--- src/rtl/chicken_pkg.sv ---
// Shared types for the Chicken Cha-Cha-Cha controller: default player count,
// player index type, step direction and the turn sequencer state encoding.
// Used by the turn sequencer, the game-state FSM and the display logic.
package chicken_pkg;

   localparam int MAX_PLAYERS_DEF = 4;
   localparam int PW_DEF          = $clog2(MAX_PLAYERS_DEF);

   typedef logic [PW_DEF-1:0] player_id_t;

   typedef enum logic {
      FWD = 1'b0,
      REV = 1'b1
   } dir_t;

   typedef enum logic [1:0] {
      IDLE   = 2'd0,
      READY  = 2'd1,
      SEARCH = 2'd2
   } turn_state_t;

endpackage

--- src/rtl/edge_rise.sv ---
// 1-bit rising-edge detector with synchronous active-high reset.
//   clk    : clock
//   rst    : synchronous reset, clears the history bit
//   d_i    : level input
//   rise_o : d_i & ~(d_i last cycle), combinational
module edge_rise (
   input  logic clk,
   input  logic rst,
   input  logic d_i,
   output logic rise_o
);

   logic d_q;

   always_ff @(posedge clk) begin
      if (rst) d_q <= 1'b0;
      else     d_q <= d_i;
   end

   assign rise_o = d_i & ~d_q;

endmodule

--- src/rtl/turn_sequencer.sv ---
// Turn sequencer: tracks whose turn it is among cnt (2..MAX_PLAYERS) players,
// advancing one turn per rising edge of advance while skipping eliminated
// players. Flags round wrap, last player standing and no active player.
// Optional feature macro: TURN_SEQ_REVERSE_EN (honour the reverse input).
// Ports:
//   clk, rst       : clock, synchronous active-high reset
//   start          : pulse, latch clamped num_players, turn=0, dir=fwd
//   num_players    : player count, sampled on start only
//   advance        : next-turn request level, rising edge acts
//   reverse        : step backwards (only with TURN_SEQ_REVERSE_EN)
//   active_mask    : bit i set = player i still in the game
//   turn           : current player index
//   busy           : search in progress, advance edges dropped
//   round_done     : 1-cycle pulse, committed step wrapped past the end
//   last_standing  : 1-cycle pulse, current player is the only one active
//   no_active      : sticky until start/rst, search found nobody active
module turn_sequencer
   import chicken_pkg::*;
#(
   parameter int MAX_PLAYERS = MAX_PLAYERS_DEF,
   parameter int PW          = $clog2(MAX_PLAYERS)
) (
   input  logic                   clk,
   input  logic                   rst,
   input  logic                   start,
   input  logic [PW:0]            num_players,
   input  logic                   advance,
   input  logic                   reverse,
   input  logic [MAX_PLAYERS-1:0] active_mask,
   output logic [PW-1:0]          turn,
   output logic                   busy,
   output logic                   round_done,
   output logic                   last_standing,
   output logic                   no_active
);

   localparam int CW = PW + 1;
   typedef logic [CW-1:0] cnt_t;
   typedef logic [PW-1:0] idx_t;

   localparam cnt_t CNT_MIN = cnt_t'(2);
   localparam cnt_t CNT_MAX = cnt_t'(MAX_PLAYERS);

   // One step around the ring of cnt players; never leaves 0..c-1.
   function automatic idx_t step(input idx_t x, input cnt_t c, input dir_t d);
      cnt_t xe;
      xe = {1'b0, x};
      if (d == REV) return (xe == '0) ? idx_t'(c - 1'b1) : idx_t'(xe - 1'b1);
      else          return (xe == c - 1'b1) ? '0 : idx_t'(xe + 1'b1);
   endfunction

   function automatic cnt_t clamp(input cnt_t n);
      if (n < CNT_MIN)      return CNT_MIN;
      else if (n > CNT_MAX) return CNT_MAX;
      else                  return n;
   endfunction

   turn_state_t state_q;
   idx_t        turn_q, cand_q;
   cnt_t        cnt_q;
   logic        busy_q, round_q, last_q, noact_q;
   logic        adv_edge;
   dir_t        adv_dir, search_dir;
   logic [MAX_PLAYERS-1:0] eff_mask;

   edge_rise u_adv_edge (
      .clk    (clk),
      .rst    (rst),
      .d_i    (advance),
      .rise_o (adv_edge)
   );

`ifdef TURN_SEQ_REVERSE_EN
   dir_t dir_q;
   assign adv_dir    = reverse ? REV : FWD;
   assign search_dir = dir_q;
`else
   logic unused_reverse;
   assign unused_reverse = reverse;
   assign adv_dir        = FWD;
   assign search_dir     = FWD;
`endif

   // Players at or beyond the latched count never count as active.
   always_comb begin
      eff_mask = '0;
      for (int i = 0; i < MAX_PLAYERS; i++)
         eff_mask[i] = active_mask[i] & (cnt_t'(i) < cnt_q);
   end

   always_ff @(posedge clk) begin
      if (rst) begin
         state_q <= IDLE;
         turn_q  <= '0;
         cand_q  <= '0;
         cnt_q   <= CNT_MIN;
         busy_q  <= 1'b0;
         round_q <= 1'b0;
         last_q  <= 1'b0;
         noact_q <= 1'b0;
`ifdef TURN_SEQ_REVERSE_EN
         dir_q   <= FWD;
`endif
      end else begin
         round_q <= 1'b0;
         last_q  <= 1'b0;
         if (start) begin
            // start wins over everything, including a search in flight
            cnt_q   <= clamp(num_players);
            turn_q  <= '0;
            noact_q <= 1'b0;
            busy_q  <= 1'b0;
            state_q <= READY;
`ifdef TURN_SEQ_REVERSE_EN
            dir_q   <= FWD;
`endif
         end else begin
            case (state_q)
               IDLE: ;
               READY: begin
                  if (adv_edge) begin
                     cand_q  <= step(turn_q, cnt_q, adv_dir);
                     busy_q  <= 1'b1;
                     state_q <= SEARCH;
`ifdef TURN_SEQ_REVERSE_EN
                     dir_q   <= adv_dir;
`endif
                  end
               end
               SEARCH: begin
                  if (cand_q == turn_q) begin
                     // walked the whole ring back to ourselves
                     if (eff_mask[turn_q]) last_q  <= 1'b1;
                     else                  noact_q <= 1'b1;
                     busy_q  <= 1'b0;
                     state_q <= READY;
                  end else if (eff_mask[cand_q]) begin
                     turn_q  <= cand_q;
                     round_q <= (search_dir == FWD) ? (cand_q <= turn_q)
                                                    : (cand_q >= turn_q);
                     busy_q  <= 1'b0;
                     state_q <= READY;
                  end else begin
                     cand_q <= step(cand_q, cnt_q, search_dir);
                  end
               end
               default: state_q <= IDLE;
            endcase
         end
      end
   end

   always_comb begin
      turn          = turn_q;
      busy          = busy_q;
      round_done    = round_q;
      last_standing = last_q;
      no_active     = noact_q;
   end

endmodule

--- config.mk ---
export PLATFORM = sky130hd
export DESIGN_NAME = turn_sequencer
export DESIGN_NICKNAME = d
export VERILOG_FILES = /design/src/rtl/chicken_pkg.sv /design/src/rtl/edge_rise.sv /design/src/rtl/turn_sequencer.sv
export SDC_FILE = /design/constraint.sdc
export NUM_CORES = 1
export LEC_CHECK = 0
export BUFFER_PORTS_ARGS = -buffer_cell sky130_fd_sc_hd__buf_4
export CAP_MARGIN = 20
export CORE_MARGIN = 5
export CORE_UTILIZATION = 50
export CTS_CLUSTER_DIAMETER = 100
export DETAILED_ROUTE_END_ITERATION = 8
export PLACE_DENSITY = 0.73
export SLEW_MARGIN = 20
export SYNTH_ARGS = -nofsm -noshare
export SYNTH_HDL_FRONTEND = slang
export SYNTH_SLANG_ARGS = --single-unit
--- constraint.sdc ---
create_clock -name clk -period 2.4 [get_ports clk]
set_input_delay 0.24 -clock clk [delete_from_list [all_inputs] [get_ports clk]]
set_output_delay 0.24 -clock clk [all_outputs]
set_load 0.02 [all_outputs]
==> impl_metrics.env <==
export IMPL_synthXorXnorAreaFrac_pct=4.47
export IMPL_synthMuxAreaShare_pct=3.07
export IMPL_drv_cap=0
export IMPL_cts_resized=0
export IMPL_clockBufferDepth=2
export IMPL_hold_viol=0
export IMPL_post_cts_buffers=0
export IMPL_ir_worst_vdd_v=0.000234
export IMPL_final_layout_size_suffix_gt1_share_pct=17.4
export IMPL_final_nets=153
export IMPL_grt_max_degree=13
export IMPL_yosysTopAreaCellShare_pct=28.6
export IMPL_antenna_found_initial=0
export IMPL_r2r_start="cnt_q[1]$_SDFFE_PP1P_"
export IMPL_row_count=16
export IMPL_drt_initial_drc_count=17
export IMPL_core_sq_mm=0.00192
export IMPL_ys_warn_count=0
export IMPL_layout_commonest_cell="buf_4"
export IMPL_min_path_cells=2
export IMPL_wirelength_um=2120
export IMPL_wl_per_cell_um=13.3
export IMPL_gp_congestion=0.839
export IMPL_overflow=0
export IMPL_netlist_instances=120
export IMPL_grt_first_pass_wirelength_um=3610
export IMPL_die_height_um=54.3
export IMPL_grtUsageTotal_pct=17.5
export IMPL_rsz0062_at_grt="false"
export IMPL_yosysTopAreaCell="dfxtp_1"
export IMPL_io_buffers=16
export IMPL_clk_latency_ps=280
export IMPL_cp_arrival_ps=2190
export IMPL_hold_slack_ps=177
export IMPL_htree_levels=1
export IMPL_hold_end="cnt_q[2]$_SDFFE_PP0P_"
export IMPL_r2r_end="state_q[1]$_SDFFE_PP0P_"
export IMPL_dp_hpwl_um=1660
export IMPL_slew_violations=0
export IMPL_cts_buffers=3
export IMPL_synth_area_top_cells="dfxtp_1 (29%), ha_1 (8.9%), nand2_1 (5.0%)"
export IMPL_synth_edf_count=0
export IMPL_ctsRootBufferMaster="clkbuf_4"
export IMPL_cts_sinks=14
export IMPL_drtAntennaViolNets=0
export IMPL_max_slew_margin_rel_pct=68.1
export IMPL_antenna_cells=0
export IMPL_path_class="register to register"
export IMPL_cts_hold_fix_buffers=0
export IMPL_first_pass_iters=4
export IMPL_p_leak_nw=0.432
export IMPL_num_io_pins=18
export IMPL_place_inst=156
export IMPL_worst_slew_pin_slew_ps=475
export IMPL_max_freq_mhz=507
export IMPL_rrSetupSlack_ps=430
export IMPL_syn_avg_cell_area_sq_um=8.16
export IMPL_hp_start="rst"
export IMPL_synth_main_ff_cell="dfxtp_1"
export IMPL_synthesis_nets=139
export IMPL_worst_r2r_cell_count=7
export IMPL_initial_core_util_pct=51.0
export IMPL_ys_ff_latch=14
export IMPL_final_cell_mix="buf_4 (16), dfxtp_1 (14), nand2_1 (13), inv_1 (12)"
export IMPL_drc=0
export IMPL_cts_tree="yes"
export IMPL_via_count=900
export IMPL_fill_cells=179
export IMPL_crit_path_end_kind="register"
export IMPL_hold_class="input pin to register"
export IMPL_vias_per_cell=5.66
export IMPL_worstPathMaxFanout=6
export IMPL_syn2layout_area_growth_pct=14.3
export IMPL_yosys_area_share_adder_pct=8.94
export IMPL_clock_skew_ps=0.717
export IMPL_dieWidth_um=54.3
export IMPL_period_share_pct=82.2
export IMPL_dieArea_sq_mm=0.00294
export IMPL_min_period_ps=1970
export IMPL_critPathLaunchType="register"
export IMPL_cp_required_ps=2620
export IMPL_synth_cell_types=39
export IMPL_fin_cells=159
export IMPL_path_clk_slew_ps=80
export IMPL_synth_top_family_by_area="compound AO/OA/AOI/OAI gates"
export IMPL_yosys_area_share_simple_pct=18.3
export IMPL_status="finished clean"
export IMPL_grt_pass1_vias=863
export IMPL_syn_area_sq_um=980
export IMPL_synthArstFlopShare_pct=0
export IMPL_power_density_mw_per_mm2=440
export IMPL_tns_ps=0
export IMPL_synth_compound_area_share_pct=28.4
export IMPL_setup_viol=0
export IMPL_ys_seq_area_share_pct=28.6
-- cells in the mapped netlist (2+ instances only) --
master	n
mux2i_1	3
nand3_1	2
a311oi_1	2
buf_2	2
ha_1	7
clkbuf_1	4
nand4b_1	3
o21bai_1	2
xnor2_1	2
nand2_1	13
o211ai_1	3
dfxtp_1	14
a211oi_1	3
nor2_1	8
inv_1	12
xor2_1	3
nor2b_1	2
a21oi_1	8
o21ai_0	7
-- cell families after synthesis --
logic type / count (synthesis)
compound gates: 36
simple gates: 36
buf+inv: 19
flops: 14
fa+ha+maj: 7
xor+xnor: 5
mux: 3
-- worst max-delay path: stages, from the launching register on --
cell	delay (ps)
dfxtp_1	470
inv_1	100
ha_1	180
o21bai_1	190
o32ai_1	330
a211oi_1	190
or3_1	330
a21oi_1	120
-- layout make-up --
cell class              count  area (sq um)  share of cell area [%]
repair buffers             16           120                    10.7
well taps                  27          33.8                    3.02
multi-input cells          87           618                    55.2
clock buffers               3          22.5                    2.01
inverters                  12          45.0                    4.02
flip-flops and latches     14           280                    25.0
-- flip-flops by register name, summed over array words and instances, names as in the netlist --
| signal | cells |
|---|---|
| cand_q | 2 |
| cnt_q | 3 |
| busy | 1 |
| last_standing | 1 |
| no_active | 1 |
| turn | 2 |
| u_adv_edge.d_q | 1 |
| round_done | 1 |
| state_q | 2 |
-- power breakdown --
part / total, mW / internal, mW / leakage, nW / switching, mW
clock network: 0.133 / 0.0583 / 0.0138 / 0.0747
registers: 0.257 / 0.241 / 0.114 / 0.0159
logic: 0.103 / 0.0469 / 0.304 / 0.0564
-- per-layer routing --
layer | share of wire [%] | wire [um] | GRT usage (%)
met1 | 43 | 903 | 18.2
met2 | 50 | 1060 | 30.9
met3 | 5.8 | 124 | 6.54
met4 | 1.7 | 36 | 7.88
met5 | 0 | 0 | 0
-- worst max-delay path by stage --
stage                                startpoint  slack [ps]                      end  cells after the start
after detailed placement  cnt_q[1]$_SDFFE_PP1P_         450  state_q[1]$_SDFFE_PP0P_                      7
after CTS                 cnt_q[1]$_SDFFE_PP1P_         430  state_q[1]$_SDFFE_PP0P_                      7
after global placement    cnt_q[1]$_SDFFE_PP1P_         470  state_q[1]$_SDFFE_PP0P_                      7
final                     cnt_q[1]$_SDFFE_PP1P_         430  state_q[1]$_SDFFE_PP0P_                      7
after global routing      cnt_q[1]$_SDFFE_PP1P_         240  state_q[1]$_SDFFE_PP0P_                      7
after floorplan            turn[1]$_SDFFE_PP0P_         520   cand_q[1]$_SDFFE_PP0P_                      8
-- metrics by stage --
step / util [%] / power, mW / area, sq um / worst slack, ps
2_1_floorplan: - / 0.334 / 980 / 521
3_3_place_gp: 57.1 / 0.362 / 1100 / 466
3_5_place_dp: 57.1 / 0.366 / 1100 / 451
4_1_cts: 58.3 / 0.502 / 1120 / 431
5_1_grt: 58.3 / 0.529 / 1120 / 240
6_report: 58.3 / 0.493 / 1120 / 428
Power figures use the tool's default switching activity.
